--- src/rtl/fetch_stage.sv ---
// rtl/fetch_stage.sv - instruction fetch stage with one outstanding request and IF/ID register.
// Optional perf counters (StallCycles, RedirectCount) are built when FETCH_PERF_CNT_EN is defined.
module fetch_stage #(
    parameter logic [31:0] RESET_PC  = 32'h0000_0000,
    parameter logic [31:0] NOP_INSTR = 32'h0000_0013
) (
    input  logic        clk,
    input  logic        rst,
    input  logic        StallFetch,
    input  logic        StallDecode,
    input  logic        FlushDecode,
    input  logic        PCSrcE,
    input  logic [31:0] PCTargetE,
    output logic        IMemReq,
    output logic [31:0] IMemAddr,
    input  logic        IMemReady,
    input  logic        IMemRvalid,
    input  logic [31:0] IMemRdata,
    output logic [31:0] InstrD,
    output logic [31:0] PCD,
    output logic [31:0] PCPlus4D,
    output logic        ValidD,
    output logic        FetchBusy
`ifdef FETCH_PERF_CNT_EN
    ,
    output logic [31:0] StallCycles,
    output logic [31:0] RedirectCount
`endif
);

    typedef enum logic [1:0] {S_REQ, S_WAIT, S_DRAIN, S_HOLD} state_t;

    state_t      state_q, state_d;
    logic [31:0] pc_q, pc_d;
    logic [31:0] hold_q, hold_d;
    logic [31:0] instr_q, instr_d;
    logic [31:0] pcd_q, pcd_d;
    logic [31:0] pc4d_q, pc4d_d;
    logic        valid_q, valid_d;

    logic [31:0] pc_plus4;
    logic [31:0] resp_word;
    logic        accept;
    logic        have_word;
    logic        consume;

    assign IMemReq   = !rst && (state_q == S_REQ) && !StallFetch;
    assign IMemAddr  = pc_q;
    assign FetchBusy = (state_q == S_WAIT) || (state_q == S_DRAIN) ||
                       ((state_q == S_REQ) && !IMemReady);
    assign InstrD    = instr_q;
    assign PCD       = pcd_q;
    assign PCPlus4D  = pc4d_q;
    assign ValidD    = valid_q;

    // A word is consumed (PC advances) when it reaches IF/ID or is flushed away there.
    assign pc_plus4  = pc_q + 32'd4;
    assign accept    = IMemReq && IMemReady;
    assign resp_word = (state_q == S_HOLD) ? hold_q : IMemRdata;
    assign have_word = ((state_q == S_WAIT) && IMemRvalid) || (state_q == S_HOLD);
    assign consume   = have_word && !PCSrcE && (!StallDecode || FlushDecode);

    always_comb begin
        state_d = state_q;
        pc_d    = pc_q;
        hold_d  = hold_q;
        instr_d = instr_q;
        pcd_d   = pcd_q;
        pc4d_d  = pc4d_q;
        valid_d = valid_q;

        case (state_q)
            S_REQ: begin
                if (accept) state_d = PCSrcE ? S_DRAIN : S_WAIT;
            end
            S_WAIT: begin
                if (IMemRvalid) begin
                    if (consume || PCSrcE) begin
                        state_d = S_REQ;
                    end else begin
                        state_d = S_HOLD;
                        hold_d  = IMemRdata;
                    end
                end else if (PCSrcE) begin
                    state_d = S_DRAIN;
                end
            end
            S_HOLD: begin
                if (consume || PCSrcE) begin
                    state_d = S_REQ;
                    hold_d  = '0;
                end
            end
            default: begin
                if (IMemRvalid) state_d = S_REQ;
            end
        endcase

        if (PCSrcE)       pc_d = PCTargetE;
        else if (consume) pc_d = pc_plus4;

        if (FlushDecode) begin
            instr_d = NOP_INSTR;
            valid_d = 1'b0;
        end else if (consume) begin
            instr_d = resp_word;
            pcd_d   = pc_q;
            pc4d_d  = pc_plus4;
            valid_d = 1'b1;
        end else if (!StallDecode) begin
            instr_d = NOP_INSTR;
            valid_d = 1'b0;
        end
    end

`ifdef FETCH_PERF_CNT_EN
    logic [31:0] stall_cnt_q, stall_cnt_d;
    logic [31:0] redir_cnt_q, redir_cnt_d;

    always_comb begin
        stall_cnt_d = stall_cnt_q;
        redir_cnt_d = redir_cnt_q;
        if ((FetchBusy || StallFetch) && (stall_cnt_q != 32'hFFFF_FFFF)) stall_cnt_d = stall_cnt_q + 32'd1;
        if (PCSrcE && (redir_cnt_q != 32'hFFFF_FFFF))                    redir_cnt_d = redir_cnt_q + 32'd1;
    end

    assign StallCycles   = stall_cnt_q;
    assign RedirectCount = redir_cnt_q;
`endif

    always_ff @(posedge clk) begin
        if (rst) begin
            // An in-flight response still arrives after reset and must be swallowed.
            if (((state_q == S_WAIT) || (state_q == S_DRAIN)) && !IMemRvalid) state_q <= S_DRAIN;
            else                                                             state_q <= S_REQ;
            pc_q    <= RESET_PC;
            hold_q  <= '0;
            instr_q <= NOP_INSTR;
            pcd_q   <= '0;
            pc4d_q  <= '0;
            valid_q <= 1'b0;
`ifdef FETCH_PERF_CNT_EN
            stall_cnt_q <= '0;
            redir_cnt_q <= '0;
`endif
        end else begin
            state_q <= state_d;
            pc_q    <= pc_d;
            hold_q  <= hold_d;
            instr_q <= instr_d;
            pcd_q   <= pcd_d;
            pc4d_q  <= pc4d_d;
            valid_q <= valid_d;
`ifdef FETCH_PERF_CNT_EN
            stall_cnt_q <= stall_cnt_d;
            redir_cnt_q <= redir_cnt_d;
`endif
        end
    end

endmodule
--- config.mk ---
export PLATFORM = sky130hd
export DESIGN_NAME = fetch_stage
export DESIGN_NICKNAME = d
export VERILOG_FILES = /design/src/rtl/fetch_stage.sv
export SDC_FILE = /design/constraint.sdc
export NUM_CORES = 1
export LEC_CHECK = 0
export BUFFER_PORTS_ARGS = -buffer_cell sky130_fd_sc_hd__buf_2
export CORE_ASPECT_RATIO = 1.2
export CORE_UTILIZATION = 54
export CTS_BUF_LIST = sky130_fd_sc_hd__clkbuf_4
export DETAILED_ROUTE_END_ITERATION = 6
export PLACE_DENSITY = 0.93
export SLEW_MARGIN = 20
export SYNTH_ARGS = -nofsm -noshare
export SYNTH_HDL_FRONTEND = slang
export SYNTH_SLANG_ARGS = --single-unit
--- constraint.sdc ---
create_clock -name clk -period 2.7 [get_ports clk]
set_clock_uncertainty 0.1 [all_clocks]
set_input_delay 0.27 -clock clk [delete_from_list [all_inputs] [get_ports clk]]
set_output_delay 0.27 -clock clk [all_outputs]
set_load 0.1 [all_outputs]
==> results.md <==
- The number of buffers created by CTS is 17.
- The final-layout setup total negative slack is 0 ps.
- The leakage component of the power is 0.00382 µW.
- For this run, the detailed router's first-pass iteration total came to 5.
- The number of nets with antenna violations after detailed routing is 0.
- TritonCTS built the clock tree.
- The critical path startpoint category is a register.
- Synthesis inferred roughly 160 register bits.
- The detailed router's first-iteration violation count is 626.
- The highest net fanout along the worst path is 32.
- After clock tree synthesis, the clock-pin slew on the worst setup and hold paths is 130 ps.
- At the end of routability-driven placement, the weighted congestion stood at 0.864.
- The tree is rooted in a clkbuf_4.
- Relative to the synthesized area, the layout overhead comes to 29.5%.
- The flow ran to the end, and the final reports show no timing, DRC or antenna violations.
- The first global-routing pass estimated 34.8 mm of wire.
- Power spread over the standard cell area amounts to 677 nW/µm².
- The arrival time at the worst endpoint is 2910 ps.
- The DRC violations left is 0.
- Counting every instance in the synthesized netlist gives about 900.
- The clock tree buffer depth is 2.
- The count of yosys warnings during synthesis is 0.
- The number of sinks handled by clock tree synthesis is roughly 160.
- The timing-limited maximum frequency is 393 MHz.
- In the synthesized netlist the dominant register cell turns out to be dfxtp_1.
- The transition time at the pin with the least slew margin is approximately 670 ps.
- After routing the design area is between 9000 and 10,000 µm².
- The fraction of layout cells with a size suffix above 1 is 25.2%.
- The combined area of all synthesized cells is roughly 7400 µm².
- The die boundary width is 109 µm.
- The floorplan step set the die height to 130 µm.
- Subtracting the final worst setup slack from the clock period gives 2540 ps.
- The worst hold path belongs to the class input pin to register.
- The number of global-route vias before repair is 7,290.
- The average wire per cell in the routed design is 17.2 µm.
- Global routing used 31.5% of the available tracks across all layers.
- The required time reported for the critical path endpoint is 3060 ps.
- The net total in the final layout is between 1,000 and 1,500.
- Wires add up to 22.3 mm.
- The async set-or-reset flop fraction in the synthesized netlist is 0%.
- The maximum number of pins on one net before global-route repair is 97.
- Input and output buffers added on the ports amount to 202.
- The HPWL after detailed placement is roughly 14 mm.
- The peak ir drop on the vdd network is 0.000543 V.
- The max-slew violation count is 0.
- The number of endpoints with negative hold slack in the final report is 0.
- The core area is roughly 13,000 µm².
- The count of boundary I/O pins is between 200 and 250.
- Of the available clock period, the critical path in the final layout requires 94.2%.
- The cell area after placement is 8490 µm².
- Setup slack closes at 156 ps.
- Setup repair after global routing left no endpoint under its margin.
- The detail-routed via count per cell is approximately 5.8.
- The die covers roughly 14,000 µm².
- The clock network latency to the later pin of the worst-skew pair is 580 ps.
- The net count of the mapped netlist is just under 1,000.
- The pre-CTS worst setup slack is 360 ps.
- Setup violations remaining at the end of the flow were counted as 0.
- Row generation in the floorplan step produced 46 rows.
- The initial utilization of the core area, before any placement, comes to 55.8%.
- The number of antenna violations at the first check in global routing came to 1.
- The tool flagged a number of max-cap violations equal to 0.
- Counting flops with a built-in enable in the synthesized netlist gives 2.
- The kind of critical path is register to register.
- The final global-route overflow total is 0.
- The unique cell type count in the Yosys netlist is 48.
- Summing the sequential cell areas from Yosys gives 43.7% of the chip area.
- The via count is 7,484.
- The mean area per synthesized cell is 8.38 µm².
- The clock tree synthesis step divided the H-tree into 4 levels.
- The normalized max-slew margin is 55.0%.
- The type of destination of the critical path is a register.
report_power, final:
part / leakage (µW) / internal (µW) / total [µW] / switching, µW
Sequential: 0.00131 / 2550 / 2700 / 149
Combinational: 0.00233 / 618 / 2160 / 1540
Clock: 0.000173 / 757 / 1640 / 880
Total: 0.00382 / 3930 / 6500 / 2570
cell usage after synthesis (all sizes together) (2+ instances only):
master  number  area (µm²)
dfxtp      159        3180
and4         2        17.5
nor2b       34         213
a311oi       5        43.8
nand4       14         103
a31oi        2        12.5
o22ai        2        12.5
xor2        27         236
ha           4        50.1
or4          3        26.3
a211oi      47         363
nand2       93         349
nor3b        4        30.0
edfxtp       2        60.1
or2          2        12.5
nor4        13         136
o21ai       10        50.1
a21oi      100         500
or3         34         213
and3         5        31.3
inv          7        26.3
xnor2       23         201
nor2       100         375
clkbuf      50         190
a21o         2        15.0
mux2i       37         370
nor3        13        91.3
buf         35         175
nand3       50         278
worst max-delay path, cell delays in order, from the launching register on:
cell	delay, ps
edfxtp_1	420
inv_1	100
ha_2	260
nand2_1	110
o41ai_4	270
buf_12	290
mux2i_1	220
nor2_1	60
dlygate4sd3_1	590
repair_timing:
action,CTS,global route
hold endpoints to repair,65,0
setup endpoints to repair,0,10
hold buffers,78,0
buffers inserted,0,0
gates resized for setup,0,1
per-stage QoR:
stage,hold slack (ps),util (%),total power [µW],std cells
6_report,50.5,72.2,6500,1300
5_1_grt,10.4,72.2,6780,1299
4_1_cts,2.07,72.2,6480,1298
3_5_place_dp,343,63.8,4750,1188
3_3_place_gp,339,63.8,4700,1188
2_1_floorplan,290,-,4320,885
cells by family (layout without fill, tap and decap cells):
logic type      count (synthesis)  after routing  share of synthesized area (%)
other cells                     0              2                              0
mux                            37             37                           4.99
flops                         161            161                           43.7
simple gates                  370            370                           25.6
fa+ha+maj                       4              4                          0.675
buf+inv                        92            337                           5.28
compound gates                171            171                           13.9
xor+xnor                       50             50                           5.90
flip-flops by register name, summed over array words and instances (netlist names):
register and count:
PCD 32, InstrD 32, PCPlus4D 30, state_q 2, ValidD 1, hold_q 32
IMemAddr 32
final cells by class:
class                           count  area, µm²
Sequential cell                   161       3250
Clock inverter                     13        186
Clock buffer                       19        143
Inverter                            7       26.3
Tap cell                          168        210
Multi-Input combinational cell    632       3810
Antenna cell                        2       5.00
Fill cell                         950       3690
Timing Repair Buffer              298       1970
routing by layer:
| metal | up-vias | GRT usage, % | share of wire, % |
|---|---|---|---|
| met3 | 77 | 8.73 | 7.6 |
| met5 | - | 0 | 0 |
| met4 | 0 | 17.6 | 3.8 |
| li1 | 3525 | - | - |
| met1 | 3527 | 33.7 | 38 |
| met2 | 355 | 55.8 | 51 |
cells in the final DEF, fill, tap and decap left out, drive strengths merged, types with 3 or more instances in the layout:
cell	synthesis	routed
dlygate4sd3	0	78
xnor2	23	23
nor2b	34	34
xor2	27	27
bufinv	0	4
and3	5	5
clkinv	0	6
nand3	50	50
clkbuf	50	19
nor4	13	13
a211oi	47	47
mux2i	37	37
nand4	14	14
dfxtp	159	159
a21oi	100	100
nor3	13	13
inv	7	8
buf	35	220
nor3b	4	4
nor2	100	100
a311oi	5	5
or4	3	3
o21ai	10	10
or3	34	34
ha	4	4
nand2	93	93
path summary, 6_finish.rpt:
check                                   start         end  slack [ps]  depth (start not counted)
worst max-delay path               state_q[1]   hold_q[8]         160                          8
worst min-delay path            IMemRdata[13]  hold_q[13]          50                          4
worst max register to register     state_q[1]   hold_q[8]         160                          8
worst min register to register        PCD[25]     PCD[25]         360                          2
Note: power is estimated with default switching activity, not from simulation.
